===== src/rtl/jtkiwi_pkg.sv =====
// Shared definitions for the sub-CPU shared-RAM bridge: FSM encoding, window select
// and arbitration/watchdog limits.
package jtkiwi_pkg;

  typedef enum logic [1:0] {
    IDLE = 2'd0,
    REQ  = 2'd1,
    ACC  = 2'd2,
    DONE = 2'd3
  } shr_st_t;

  // A[15:13] value of the C000-DFFF window
  localparam logic [2:0] SHR_WIN       = 3'b110;
  // consecutive clocks with main off the RAM before the sub-CPU owns it
  localparam logic [1:0] SHR_GRANT_CNT = 2'd2;
  // clocks spent in REQ before the watchdog gives up
  localparam logic [7:0] SHR_TIMEOUT   = 8'd255;

endpackage


===== src/rtl/jtkiwi_shr_sub_if.sv =====
// Sub-CPU bus plus the request port toward main's shared RAM; slave is the bridge side.
interface jtkiwi_shr_sub_if;
  logic [15:0] A;
  logic        mreq_n;
  logic        rfsh_n;
  logic        rd_n;
  logic        wr_n;
  logic [7:0]  cpu_dout;
  logic [7:0]  cpu_din;
  logic        wait_n;
  logic        shr_hit;
  logic        shr_cs;
  logic [12:0] shr_addr;
  logic [7:0]  shr_din;
  logic        sub_rnw;
  logic [7:0]  shr_dout;
  logic        mshramen;

  modport slave (
    input  A, mreq_n, rfsh_n, rd_n, wr_n, cpu_dout, shr_dout, mshramen,
    output cpu_din, wait_n, shr_hit, shr_cs, shr_addr, shr_din, sub_rnw
  );

  modport master (
    output A, mreq_n, rfsh_n, rd_n, wr_n, cpu_dout, shr_dout, mshramen,
    input  cpu_din, wait_n, shr_hit, shr_cs, shr_addr, shr_din, sub_rnw
  );
endinterface


===== src/rtl/jtkiwi_shr_dec.sv =====
// Shared window decode, registered: 1 clk from strobes to shr_hit.
// No backpressure; refresh and I/O cycles never hit.
module jtkiwi_shr_dec
  import jtkiwi_pkg::*;
#(
  parameter logic [2:0] WIN = SHR_WIN
) (
  input  logic       clk,
  input  logic       rst,
  input  logic [2:0] a_hi,
  input  logic       mreq_n,
  input  logic       rfsh_n,
  input  logic       rd_n,
  input  logic       wr_n,
  output logic       shr_hit
);

  always_ff @(posedge clk) begin
    if (rst) shr_hit <= 1'b0;
    else     shr_hit <= ~mreq_n & rfsh_n & (a_hi == WIN) & (~rd_n | ~wr_n);
  end

endmodule


===== src/rtl/jtkiwi_shr_sub.sv =====
// Sub-CPU bridge into main's shared RAM; 4 clk from shr_hit to wait_n release when main is idle.
// Holds wait_n low while main owns the RAM; JTKIWI_SHR_TIMEOUT_EN adds a 255-clk watchdog.
module jtkiwi_shr_sub
  import jtkiwi_pkg::*;
#(
  parameter logic [2:0] WIN = SHR_WIN
) (
  input  logic clk,
  input  logic rst,
  input  logic cen,
  input  logic snd_rstn,
`ifdef JTKIWI_SHR_TIMEOUT_EN
  output logic timeout_flag,
`endif
  jtkiwi_shr_sub_if.slave bus
);

  shr_st_t    st;
  logic [1:0] free_cnt;
  logic       srst;
  logic       hit;
  logic       grant;
`ifdef JTKIWI_SHR_TIMEOUT_EN
  logic [7:0] to_cnt;
`endif

  // cen only marks when the CPU samples wait_n; the FSM itself runs on every clk
  logic unused_cen;
  assign unused_cen = cen;

  assign srst        = rst | ~snd_rstn;
  assign bus.shr_hit = hit;
  assign grant       = ~bus.mshramen & (free_cnt == SHR_GRANT_CNT - 2'd1);

  jtkiwi_shr_dec #(.WIN(WIN)) u_dec (
    .clk     (clk),
    .rst     (srst),
    .a_hi    (bus.A[15:13]),
    .mreq_n  (bus.mreq_n),
    .rfsh_n  (bus.rfsh_n),
    .rd_n    (bus.rd_n),
    .wr_n    (bus.wr_n),
    .shr_hit (hit)
  );

  always_ff @(posedge clk) begin
    if (srst) begin
      st           <= IDLE;
      bus.shr_cs   <= 1'b0;
      bus.wait_n   <= 1'b1;
      bus.sub_rnw  <= 1'b1;
      bus.shr_addr <= '0;
      bus.shr_din  <= '0;
      bus.cpu_din  <= '0;
      free_cnt     <= '0;
`ifdef JTKIWI_SHR_TIMEOUT_EN
      to_cnt       <= '0;
      timeout_flag <= 1'b0;
`endif
    end else begin
      case (st)
        IDLE: if (hit) begin
          bus.shr_addr <= bus.A[12:0];
          bus.shr_din  <= bus.cpu_dout;
          bus.sub_rnw  <= bus.wr_n;
          bus.shr_cs   <= 1'b1;
          bus.wait_n   <= 1'b0;
          free_cnt     <= '0;
`ifdef JTKIWI_SHR_TIMEOUT_EN
          to_cnt       <= '0;
`endif
          st           <= REQ;
        end
        REQ: begin
          // any clock with main on the RAM restarts the free-run count
          free_cnt <= bus.mshramen ? 2'd0 : free_cnt + 2'd1;
          if (grant) st <= ACC;
`ifdef JTKIWI_SHR_TIMEOUT_EN
          else if (to_cnt == SHR_TIMEOUT - 8'd1) begin
            st           <= DONE;
            bus.shr_cs   <= 1'b0;
            bus.wait_n   <= 1'b1;
            bus.cpu_din  <= 8'hFF;
            timeout_flag <= 1'b1;
          end
          to_cnt <= to_cnt + 8'd1;
`endif
        end
        ACC: begin
          if (bus.sub_rnw) bus.cpu_din <= bus.shr_dout;
          bus.shr_cs <= 1'b0;
          bus.wait_n <= 1'b1;
          st         <= DONE;
        end
        DONE: if (bus.mreq_n) st <= IDLE;
        default: st <= IDLE;
      endcase
    end
  end

endmodule

===== src/flat_wrapper.sv =====
// flat-port wrapper written by rule: the top's interface ports become plain ports
module jtkiwi_shr_sub_flat import jtkiwi_pkg::*;
#(
  parameter logic [2:0] WIN = SHR_WIN
)
  (clk, rst, cen, snd_rstn, bus_A, bus_mreq_n, bus_rfsh_n, bus_rd_n, bus_wr_n, bus_cpu_dout, bus_shr_dout, bus_mshramen, bus_cpu_din, bus_wait_n, bus_shr_hit, bus_shr_cs, bus_shr_addr, bus_shr_din, bus_sub_rnw);
  jtkiwi_shr_sub_if bus_i ();
  input  logic clk;
  input  logic rst;
  input  logic cen;
  input  logic snd_rstn;
  input wire logic [$bits(bus_i.A)-1:0] bus_A;
  input wire logic [$bits(bus_i.mreq_n)-1:0] bus_mreq_n;
  input wire logic [$bits(bus_i.rfsh_n)-1:0] bus_rfsh_n;
  input wire logic [$bits(bus_i.rd_n)-1:0] bus_rd_n;
  input wire logic [$bits(bus_i.wr_n)-1:0] bus_wr_n;
  input wire logic [$bits(bus_i.cpu_dout)-1:0] bus_cpu_dout;
  input wire logic [$bits(bus_i.shr_dout)-1:0] bus_shr_dout;
  input wire logic [$bits(bus_i.mshramen)-1:0] bus_mshramen;
  output wire logic [$bits(bus_i.cpu_din)-1:0] bus_cpu_din;
  output wire logic [$bits(bus_i.wait_n)-1:0] bus_wait_n;
  output wire logic [$bits(bus_i.shr_hit)-1:0] bus_shr_hit;
  output wire logic [$bits(bus_i.shr_cs)-1:0] bus_shr_cs;
  output wire logic [$bits(bus_i.shr_addr)-1:0] bus_shr_addr;
  output wire logic [$bits(bus_i.shr_din)-1:0] bus_shr_din;
  output wire logic [$bits(bus_i.sub_rnw)-1:0] bus_sub_rnw;
  assign bus_i.A = bus_A;
  assign bus_i.mreq_n = bus_mreq_n;
  assign bus_i.rfsh_n = bus_rfsh_n;
  assign bus_i.rd_n = bus_rd_n;
  assign bus_i.wr_n = bus_wr_n;
  assign bus_i.cpu_dout = bus_cpu_dout;
  assign bus_i.shr_dout = bus_shr_dout;
  assign bus_i.mshramen = bus_mshramen;
  assign bus_cpu_din = bus_i.cpu_din;
  assign bus_wait_n = bus_i.wait_n;
  assign bus_shr_hit = bus_i.shr_hit;
  assign bus_shr_cs = bus_i.shr_cs;
  assign bus_shr_addr = bus_i.shr_addr;
  assign bus_shr_din = bus_i.shr_din;
  assign bus_sub_rnw = bus_i.sub_rnw;
  jtkiwi_shr_sub #(.WIN(WIN)) u_core (.clk(clk), .rst(rst), .cen(cen), .snd_rstn(snd_rstn), .bus(bus_i));
endmodule

===== config.mk =====
export PLATFORM = sky130hd
export DESIGN_NAME = jtkiwi_shr_sub_flat
export DESIGN_NICKNAME = d
export VERILOG_FILES = /design/src/rtl/jtkiwi_pkg.sv /design/src/rtl/jtkiwi_shr_sub_if.sv /design/src/rtl/jtkiwi_shr_dec.sv /design/src/rtl/jtkiwi_shr_sub.sv /design/src/flat_wrapper.sv
export SDC_FILE = /design/constraint.sdc
export NUM_CORES = 1
export LEC_CHECK = 0
export ABC_AREA = 1
export CORE_MARGIN = 2
export CORE_UTILIZATION = 35
export CTS_CLUSTER_DIAMETER = 80
export CTS_CLUSTER_SIZE = 10
export DETAILED_ROUTE_END_ITERATION = 10
export PLACE_DENSITY = 0.72
export SYNTH_ARGS = -nofsm -noshare
export SYNTH_HDL_FRONTEND = slang
export SYNTH_SLANG_ARGS = --single-unit

===== constraint.sdc =====
create_clock -name clk -period 1.9 [get_ports clk]
set_clock_uncertainty 0.1 [all_clocks]
set_input_delay 0.57 -clock clk [delete_from_list [all_inputs] [get_ports clk]]
set_output_delay 0.57 -clock clk [all_outputs]
set_load 0.01 [all_outputs]

Word level (Yosys, flattened, before mapping). Cells that the tools add are included.

Register bits after elaboration: 37. Bits in latches: 0. RAM bits: 0. ROM bits: 0. Output and inout port bits: 33. Memories kept: 0.

Add/subtract/negate cells: 1. Multiply operators: 0. Div/mod/pow operators: 0. $lt $le $gt $ge: 0. Eq/ne operators: 8. Shifts and indexed selects: 0. Muxes and demuxes: 11. Bitwise gates (word level): 11. Reduce and logical (&&, ||, !) cells: 8.

Operators by type and width (number): $mux W2 (5); $pmux W2 S4 (1); $reduce_and A2 Y1 (4); $not A1 Y1 (5); $and A1 B1 Y1 (4); $eq A2 B1 Y1 const B (2); $eq A2 B2 Y1 const B (2); $ne A2 B2 Y1 const B (2); $pmux W1 S2 (2); $pmux W2 S2 (1); $reduce_bool A2 Y1 (2); $eq A3 B3 Y1 const B (1); $reduce_and A3 Y1 (1); $add A2 B1 Y2 const B (1); $logic_not A2 Y1 (1); $mux W1 (2); $ne A2 B1 Y1 const B (1); $or A1 B1 Y1 (2).

Longest topological paths before layout. Gate-level depths: netlist of the first run.

Word-level depth: 4. Depth in mapped cells: 8. Depth with buffers taken out: 8.

By module. A second synthesis of the first run with hierarchy kept.

Cells, all modules: 195. Area, all modules: 1466.4 µm².

By module, submodules not included: jtkiwi_shr_sub (instances 1, cells each 185, area each 1410.1 µm², sequential area each 720.7 µm²); jtkiwi_shr_dec (instances 1, cells each 10, area each 56.3 µm², sequential area each 20.0 µm²).

Least setup slack after synthesis of the first run. OpenSTA, ideal clock, no wires.

Kind: flip-flop to flip-flop. Start: reg u_core.st[0]. End: reg u_core.bus.shr_addr[10]. Library setup time: 0.116 ns. Arrival: 1.148 ns. Required time: 1.684 ns. Path slack: 0.536 ns. Cell stages (with the launch flop): 8. Clock period less this slack: 1.364 ns. Cell sequence: dfxtp_1 inv_1 ha_1 nand2_4 clkinv_2 buf_6 nor2_1 nor2_1.

Cells in the longest elaborated chain, start to end: 2.

Ends and longest elaborated chain: from (decl) (line jtkiwi_shr_sub.sv:18) `shr_st_t st;`; from (signal assigned) (line jtkiwi_shr_sub.sv:48) `st <= IDLE;`; from (signal assigned) (line jtkiwi_shr_sub.sv:72) `st <= REQ;`; from (signal assigned) (line jtkiwi_shr_sub.sv:77) `if (grant) st <= ACC;`; $logic_not A2 Y1 (line jtkiwi_shr_sub.sv:61) `case (st)`; $reduce_and A2 Y1 (no source line); to (signal assigned) (line jtkiwi_shr_sub.sv:63) `bus.shr_addr <= bus.A[12:0];`; to (decl) (line jtkiwi_shr_sub_if.sv:21) `output cpu_din, wait_n, shr_hit, shr_cs, shr_addr, shr_din, sub_rnw`.

No other way between the ends. A chain may end at the register's enable or synchronous reset.

Final worst setup path of the first run.
Start: reg u_core.bus.shr_cs. End: out bus_shr_cs.

RTL lines: from (decl) (line jtkiwi_shr_sub_if.sv:21); from (signal assigned) (line jtkiwi_shr_sub.sv:49) `bus.shr_cs <= 1'b0;`; from (signal assigned) (line jtkiwi_shr_sub.sv:66) `bus.shr_cs <= 1'b1;`; from (signal assigned) (line jtkiwi_shr_sub.sv:91) `bus.shr_cs <= 1'b0;`; to (decl) (line flat_wrapper.sv:23) `output wire logic [$bits(bus_i.shr_cs)-1:0] bus_shr_cs;`.

No word-level cell between the ends.

==> key figures, run 1 <==
Status
  – Status: finished, final reports clean

Setup path
  – Crit path max-delay family: buffers and inverters
  – Critical path class: reg -> out
  – Slowest stage delay, CP: roughly 0.56 ns
  – R2r setup slk: 0.23 ns
  – Worst setup path end: bus_shr_cs
  – Crit path launch: u_core.bus.shr_cs$_SDFFE_PP0P_
  – Worst r2r src: u_core.st[0]$_SDFFE_PP0P_
  – Crit. path cell count: 1
  – R2R Path End: u_core.bus.wait_n$_SDFFE_PP1P_
  – Crit path max fanout: 2
  – Crit path arrival time: around 1.2 ns
  – Crit-path cells: clkdlybuf4s50_1
  – Worst Path Required: between 1 and 1.5 ns
  – Highest-delay cell along the critical path: clkdlybuf4s50_1
  – Crit path buffers/inverters: 1
  – R2R depth: 7
  – Critical Path End Type: output port
  – Crit start category: register

Timing
  – Final Hold Viols: 0
  – RSZ-0062 raised after global routing: no
  – Worst Tran Pin Value: 0.2888 ns
  – Fin crit period: about 1.8 ns
  – Tcrit/Tclk final: just under 100%
  – Max Fclk: between 0.5 and 0.6 GHz
  – Final Setup Violations: 0
  – Post-route setup TNS: 0 ns
  – Slew HR: approximately 81%
  – Final Max Slew Viols: 0
  – Hold Slack: around 0.38 ns

Routing
  – First-pass detailed-route iteration total: 4
  – Detailed Route WL: 3339 µm
  – Drt initial violations: a little under 60
  – DRC Markers: 0
  – Wire length per cell: about 10 µm
  – Via-per-instance ratio: between 4 and 5
  – Via count: 1406
  – Antenna Violating Nets Remaining: 0

Power
  – Sw Pwr: between 200 and 300 µW
  – Clock power share: 37.0%
  – Internal: about 1.2 mW
  – Lkg Pwr: around 0.86 nW
  – Worst vdd ir: 0.3446 mV
  – PwrDens: approximately 620 nW/µm²
  – Flop pwr share: around 54%
  – Combinational share of power: a little under a tenth
  – Sw frac: 20.16%

Synthesis
  – Count of cell types in the netlist: 16
  – Synth Area per Inst: 7.591 µm²
  – Leading area contributor after synthesis: dfxtp_1
  – Mapped cell area: approximately 1500 µm²
  – Top cell type's share of synthesized area: 50.56%
  – Ys Warns: 0
  – Post-synthesis sequential area ratio: ~51%
  – Main area contributors after synthesis: dfxtp_1 51%, nor2_1 17%, o21ai_0 7.5%
  – Post-synth net total: ~240
  – Synth top cells by count: 68 x nor2_1, 37 x dfxtp_1, 22 x o21ai_0
  – EDFF count, synth: 0
  – Cells after Synth: just under 200
  – Synth Flop Type: dfxtp_1
  – Fraction of registers with async set or reset after synthesis: 0%
  – Cell with the most instances after synthesis: nor2_1
  – #FFs+latches synth: 37

GRT
  – First-pass GRT wire length: around 5400 µm
  – Largest net degree at the start of global routing: 24
  – Gr ovfl total: 0
  – Vias in the first global route: around 1200
  – GRT Util Overall: between 10% and 20%
  – Initial antenna violation count: 0

Floorplanning
  – Die H: between 60 and 70 µm
  – Core ar.: 4029 µm²
  – Die X: around 70 µm
  – I/O pin count: 74
  – Starting density of the core: between 30% and 40%
  – Die area: approximately 4700 µm²
  – Row cnt: 23

Hold path
  – Hold WC Path Type: reg -> reg
  – Hold path startpoint: u_core.bus.shr_addr[9]$_SDFFE_PP0P_

Layout
  – Area grow syn2layout: 58.75%
  – Final Net Count: 315
  – Share of layout cells above drive strength 1: 4.461%
  – Antenna Cells: 0

Clock network
  – Clk buf depth: 2
  – CTS tree: done
  – Hold bufs inserted after CTS: 0
  – Postcts setup bufs: 0
  – Worst skew pair latency: roughly 0.28 ns
  – H-tree depth: 2
  – Root buf cell: clkbuf_8
  – Clk slew on worst S/H paths: 0.07 ns
  – CTS Buf Count: 5
  – Clk sinks: 37

Placed design
  – HPWL after detailed placement: about 2400 µm
  – Routability cong.: roughly 0.74
  – IO Port Bufs: slightly above 70

Job
  – Max-capacitance violation count: 0
final cells by class:
cell class                 instances  area [µm²]
inverter                          15       58.81
clock buffer                       7       86.33
fill                             400        1703
multi-input combinational        134       613.1
timing repair buffer              76       764.5
tap                               50       62.56
sequential                        37       740.7
tightest hold or removal path, stage by stage (launching register included):
cell and delay [ns]:
dfxtp_1 0.32, nor2_1 0.05, nor2_1 0.08
flip-flops by register name, indices dropped and copies added, names as in the netlist:
register / cells
u_core.bus.shr_addr: 13
u_core.bus.shr_cs: 1
u_core.st: 2
u_core.u_dec.shr_hit: 1
u_core.bus.sub_rnw: 1
u_core.free_cnt: 2
u_core.bus.shr_din: 8
u_core.bus.wait_n: 1
u_core.bus.cpu_din: 8
power groups by stage:
stage | sequential (mW) | combinational, mW | clock (mW)
final | 0.779 | 0.132 | 0.536
after detailed placement | 0.796 | 0.133 | 0
after global placement | 0.796 | 0.132 | 0
after CTS | 0.779 | 0.133 | 0.557
after global routing | 0.778 | 0.147 | 0.602
after floorplan | 0.797 | 0.0365 | 0
stage by stage:
step                cell area, µm²  util (%)  power (mW)  std cells  setup WS (ns)
finish                        2326     57.73       1.447        319        0.05747
global placement              2237     55.53      0.9285        312         0.1098
detailed placement            2237     55.53      0.9290        312        0.07428
floorplan                     1465         -      0.8337        193         0.5360
global route                  2326     57.73       1.527        319       0.003124
CTS                           2322     57.64       1.469        319        0.02513
cell families (layout without fill, tap and decap cells):
group / after synthesis / count (layout) / synth area share (%)
and+or+nand+nor: 93 / 93 / 24.94
adders and majority gates: 5 / 5 / 4.270
AOI/OAI and AO/OA: 36 / 36 / 12.64
DFF: 37 / 37 / 50.56
buffers and inverters: 22 / 98 / 7.600
cells in the final DEF, fill, tap and decap left out, types with 2 or more instances in the layout:
| cell | Yosys | layout |
|---|---|---|
| nand2_1 | 18 | 18 |
| a21oi_1 | 2 | 2 |
| inv_1 | 14 | 14 |
| o21ai_0 | 22 | 22 |
| ha_1 | 5 | 5 |
| dfxtp_1 | 37 | 37 |
| o21ai_1 | 10 | 10 |
| o211ai_1 | 2 | 2 |
| buf_4 | 0 | 3 |
| clkdlybuf4s50_1 | 0 | 70 |
| clkbuf_8 | 0 | 6 |
| nand3_1 | 4 | 4 |
| nor2_1 | 68 | 68 |
timing repair:
action                     CTS  global route
hold endpoints to repair     0             0
setup endpoints to repair    1            25
gates resized for setup      1             2
pin swaps                    0             0
worst min-delay path by stage:
stage / to / slack [ns] / cells after the start
final: u_core.bus.shr_addr[9]$_SDFFE_PP0P_ / 0.38 / 2
after global routing: u_core.bus.shr_din[5]$_SDFFE_PP0P_ / 0.41 / 2
after CTS: u_core.bus.shr_addr[9]$_SDFFE_PP0P_ / 0.39 / 2
after detailed placement: u_core.bus.shr_addr[9]$_SDFFE_PP0P_ / 0.37 / 2
after global placement: u_core.bus.shr_din[0]$_SDFFE_PP0P_ / 0.36 / 2
after floorplan: u_core.free_cnt[1]$_SDFFE_PP0P_ / 0.36 / 2
routing by layer:
metal | share of wire [%] | vias up | GRT usage [%]
met2 | 45 | 48 | 24.88
met4 | 1.4 | 0 | 5.147
met3 | 8.6 | 6 | 6.331
met5 | 0 | - | 0
li1 | - | 758 | -
met1 | 45 | 594 | 18.54
(Power assumes the default switching activity.)
==> run 2: changes to the inputs <==
SLEW_MARGIN = 20   (was not set)
SYNTH_HIERARCHICAL = 1   (was not set)
==> run 2 against run 1 <==
Net effect: cell count up 1.9%; count of clock-buffer cells in the layout unchanged; hold slack worse by 0.0083 ns; largest power group unchanged; routed wire length up 4.9%; largest cell class unchanged; clock power up 13%; utilization up 1.2 points; critical endpoint is now bus_shr_din[5]; sequential power about the same; highest routed layer unchanged; design area up 2.2%.
==> key figures, run 2 <==
Timing
  – RSZ-0062 raised after global routing: no
  – Tcrit/Tclk final: 97.37% (+0.39 points)
  – Fin crit period: 1.850 ns (+0.007454 ns)
  – Max Fclk: 0.5405 GHz (-0.40%)
  – Final Max Slew Viols: 0 (unchanged)
  – Slew HR: 82.35% (+1.6 points)
  – Final Setup Violations: 0 (unchanged)
  – Post-route setup TNS: 0 ns (unchanged)
  – Final Hold Viols: 0 (unchanged)
  – Worst Tran Pin Value: 0.2645 ns (-0.02435 ns)

Clock network
  – Clk sinks: 37 (unchanged)
  – Root buf cell: clkbuf_8
  – H-tree depth: 2 (unchanged)
  – Clk slew on worst S/H paths: 0.07 ns (about the same)
  – CTS Buf Count: 5 (unchanged)
  – Worst skew pair latency: 0.29 ns (about the same)
  – Clk buf depth: 2 (unchanged)
  – CTS tree: done

Routing
  – Detailed Route WL: 3502 µm (+4.9%)
  – Via-per-instance ratio: 4.443 (+0.81%)
  – Drt initial violations: 45 (-24%)
  – Met2 routed WL: 1552 µm (+3.8%)
  – DRC Markers: 0 (unchanged)
  – Top Layer Used: met4
  – Wire length per cell: 10.78 µm (+2.9%)
  – Antenna Violating Nets Remaining: 0 (unchanged)
  – Met1 WL: 1535 µm (+1.9%)
  – First-pass detailed-route iteration total: 4 (unchanged)
  – Met3 wire len: 364 µm (+26%)
  – Via count: 1444 (+2.7%)

Synthesis
  – Ys Warns: 6 (+6)
  – Count of cell types in the netlist: 18 (+2)
  – Main area contributors after synthesis: dfxtp_1 51%, nor2_1 17%, o21ai_0 8.5%
  – Cells after Synth: 195 (+1.0%)
  – Leading area contributor after synthesis: dfxtp_1
  – Synth top cells by count: 68 x nor2_1, 37 x dfxtp_1, 25 x o21ai_0
  – Synth Area per Inst: 7.520 µm² (-0.94%)
  – #FFs+latches synth: 37 (unchanged)
  – Synth Flop Type: dfxtp_1
  – Post-synth net total: 241 (+0.84%)
  – Fraction of registers with async set or reset after synthesis: 0% (unchanged)
  – EDFF count, synth: 0 (unchanged)
  – Cell with the most instances after synthesis: nor2_1
  – Mapped cell area: 1466 µm² (about the same)
  – Post-synthesis sequential area ratio: 50.51% (about the same)
  – Top cell type's share of synthesized area: 50.51% (about the same)

Setup path
  – Crit path arrival time: 1.18 ns (about the same)
  – Crit start category: register
  – Critical Path End Type: output port
  – Worst Path Required: 1.23 ns (about the same)
  – Crit path buffers/inverters: 1 (unchanged)
  – Crit path max fanout: 2 (unchanged)
  – Critical path class: reg -> out
  – Highest-delay cell along the critical path: clkdlybuf4s50_1
  – Crit-path cells: clkdlybuf4s50_1
  – R2r setup slk: 0.41 ns (+0.18 ns)
  – Slowest stage delay, CP: 0.55 ns (about the same)
  – Crit path max-delay family: buffers and inverters

Power
  – Worst vdd ir: 0.4049 mV (+18%)
  – Sw frac: 21.23% (+1.1 points)
  – Internal: 1.198 mW (+3.7%)
  – Combinational share of power: 9.0% (about the same)
  – PwrDens: 640.2 nW/µm² (+2.9%)
  – Sw Pwr: 323.0 µW (+11%)
  – Flop pwr share: 51.2% (-2.6 points)
  – Clock power share: 39.8% (+2.8 points)
  – Lkg Pwr: 0.9194 nW (+6.7%)

Floorplanning
  – Die X: 68.73 µm (about the same)
  – Core ar.: 4029 µm² (unchanged)
  – I/O pin count: 74 (unchanged)
  – Row cnt: 23 (unchanged)
  – Starting density of the core: 36.40% (about the same)
  – Die area: 4724 µm² (about the same)
  – Die H: 68.73 µm (about the same)

Placed design
  – IO Port Bufs: 72 (unchanged)
  – Routability cong.: 0.8236 (+12%)
  – Placed inst area: 2271 µm² (+1.5%)
  – HPWL after detailed placement: 2562 µm (+5.7%)

Layout
  – Final Net Count: 320 (+1.6%)
  – Final core utilization: 58.98% (+1.2 points)
  – Area grow syn2layout: 62.03%
  – Commonest non-fill, non-tap cell in the layout: clkdlybuf4s50_1
  – Share of layout cells above drive strength 1: 6.909% (+2.4 points)
  – Max reg flops: 13 (unchanged)
  – Most frequent cells in the layout: 69 x clkdlybuf4s50_1, 68 x nor2_1, 37 x dfxtp_1, 25 x o21ai_0, 17 x nand2_1
  – Final instance area: 2376 µm² (+2.2%)
  – Most flops, register: u_core/bus.shr_addr
  – Regs by FF count: u_core/bus.shr_addr (13), u_core/bus.cpu_din (8), u_core/bus.shr_din (8)
  – Antenna Cells: 0 (unchanged)

GRT
  – Gr ovfl total: 0 (unchanged)
  – Largest net degree at the start of global routing: 22 (-8.3%)
  – Initial antenna violation count: 0 (unchanged)
  – GRT Util Overall: 16.34% (+0.93 points)
  – First-pass GRT wire length: 5651 µm (+4.1%)
  – Vias in the first global route: 1293 (+6.2%)

Job
  – Max-capacitance violation count: 0 (unchanged)

Status
  – Status: finished, final reports clean

Hold path
  – Hold WC Path Type: reg -> reg
-- run 2: area by class of cell --
type,count,area (µm²)
inverter,17,63.81
sequential,37,740.7
clock inverter,1,5.005
tap,50,62.56
clock buffer,7,96.34
timing repair buffer,79,789.5
multi-input combinational,134,618.1
fill,392,1653
-- run 2: cells by family after synthesis --
| family | count (synthesis) | share of synthesized area [%] |
|---|---|---|
| buffers and inverters | 24 | 7.337 |
| adders and majority gates | 5 | 4.266 |
| and+or+nand+nor | 93 | 25.09 |
| AOI/OAI and AO/OA | 36 | 12.80 |
| DFF | 37 | 50.51 |
-- run 2: worst paths after layout --
| kind | endpoint | from | depth (start not counted) |
|---|---|---|---|
| max | bus_shr_din[5] | u_core/bus.shr_din[5]$_SDFFE_PP0P_ | 1 |
| max reg2reg | u_core/bus.shr_din[2]$_SDFFE_PP0P_ | u_core/st[0]$_SDFFE_PP0P_ | 7 |
| min | u_core/bus.shr_cs$_SDFFE_PP0P_ | u_core/bus.shr_cs$_SDFFE_PP0P_ | 2 |
| min reg2reg | u_core/bus.shr_cs$_SDFFE_PP0P_ | u_core/bus.shr_cs$_SDFFE_PP0P_ | 2 |
-- run 2: metal layers --
layer,vias to the layer above,global-route usage (%)
met1,620,18.39
met2,49,26.68
met4,0,6.373
met5,-,0
li1,769,-
met3,6,7.792
-- run 2: metrics by stage --
| stage | std cells | power [mW] | hold slack [ns] | setup slack (ns) |
|---|---|---|---|---|
| CTS | 325 | 1.546 | 0.3768 | 0.004000 |
| global placement | 317 | 0.9336 | 0.3581 | 0.1283 |
| global route | 325 | 1.592 | 0.3982 | 0.005820 |
| floorplan | 195 | 0.8356 | 0.3755 | 0.5541 |
| detailed placement | 317 | 0.9346 | 0.3648 | 0.1145 |
| finish | 325 | 1.521 | 0.3712 | 0.05002 |
-- run 2: repair_timing --
item	4_1_cts	5_1_grt
buffers inserted	0	0
setup endpoints to repair	1	2
hold endpoints to repair	0	0
hold buffers	0	0
pin swaps	0	0
gates resized for setup	1	2
-- run 2: power by group through the flow --
| stage | combinational, mW | clock, mW | sequential, mW |
|---|---|---|---|
| 3_5_place_dp | 0.138 | 0 | 0.797 |
| 5_1_grt | 0.155 | 0.659 | 0.778 |
| 3_3_place_gp | 0.137 | 0 | 0.796 |
| 2_1_floorplan | 0.0382 | 0 | 0.797 |
| 4_1_cts | 0.139 | 0.629 | 0.778 |
| 6_report | 0.138 | 0.605 | 0.778 |
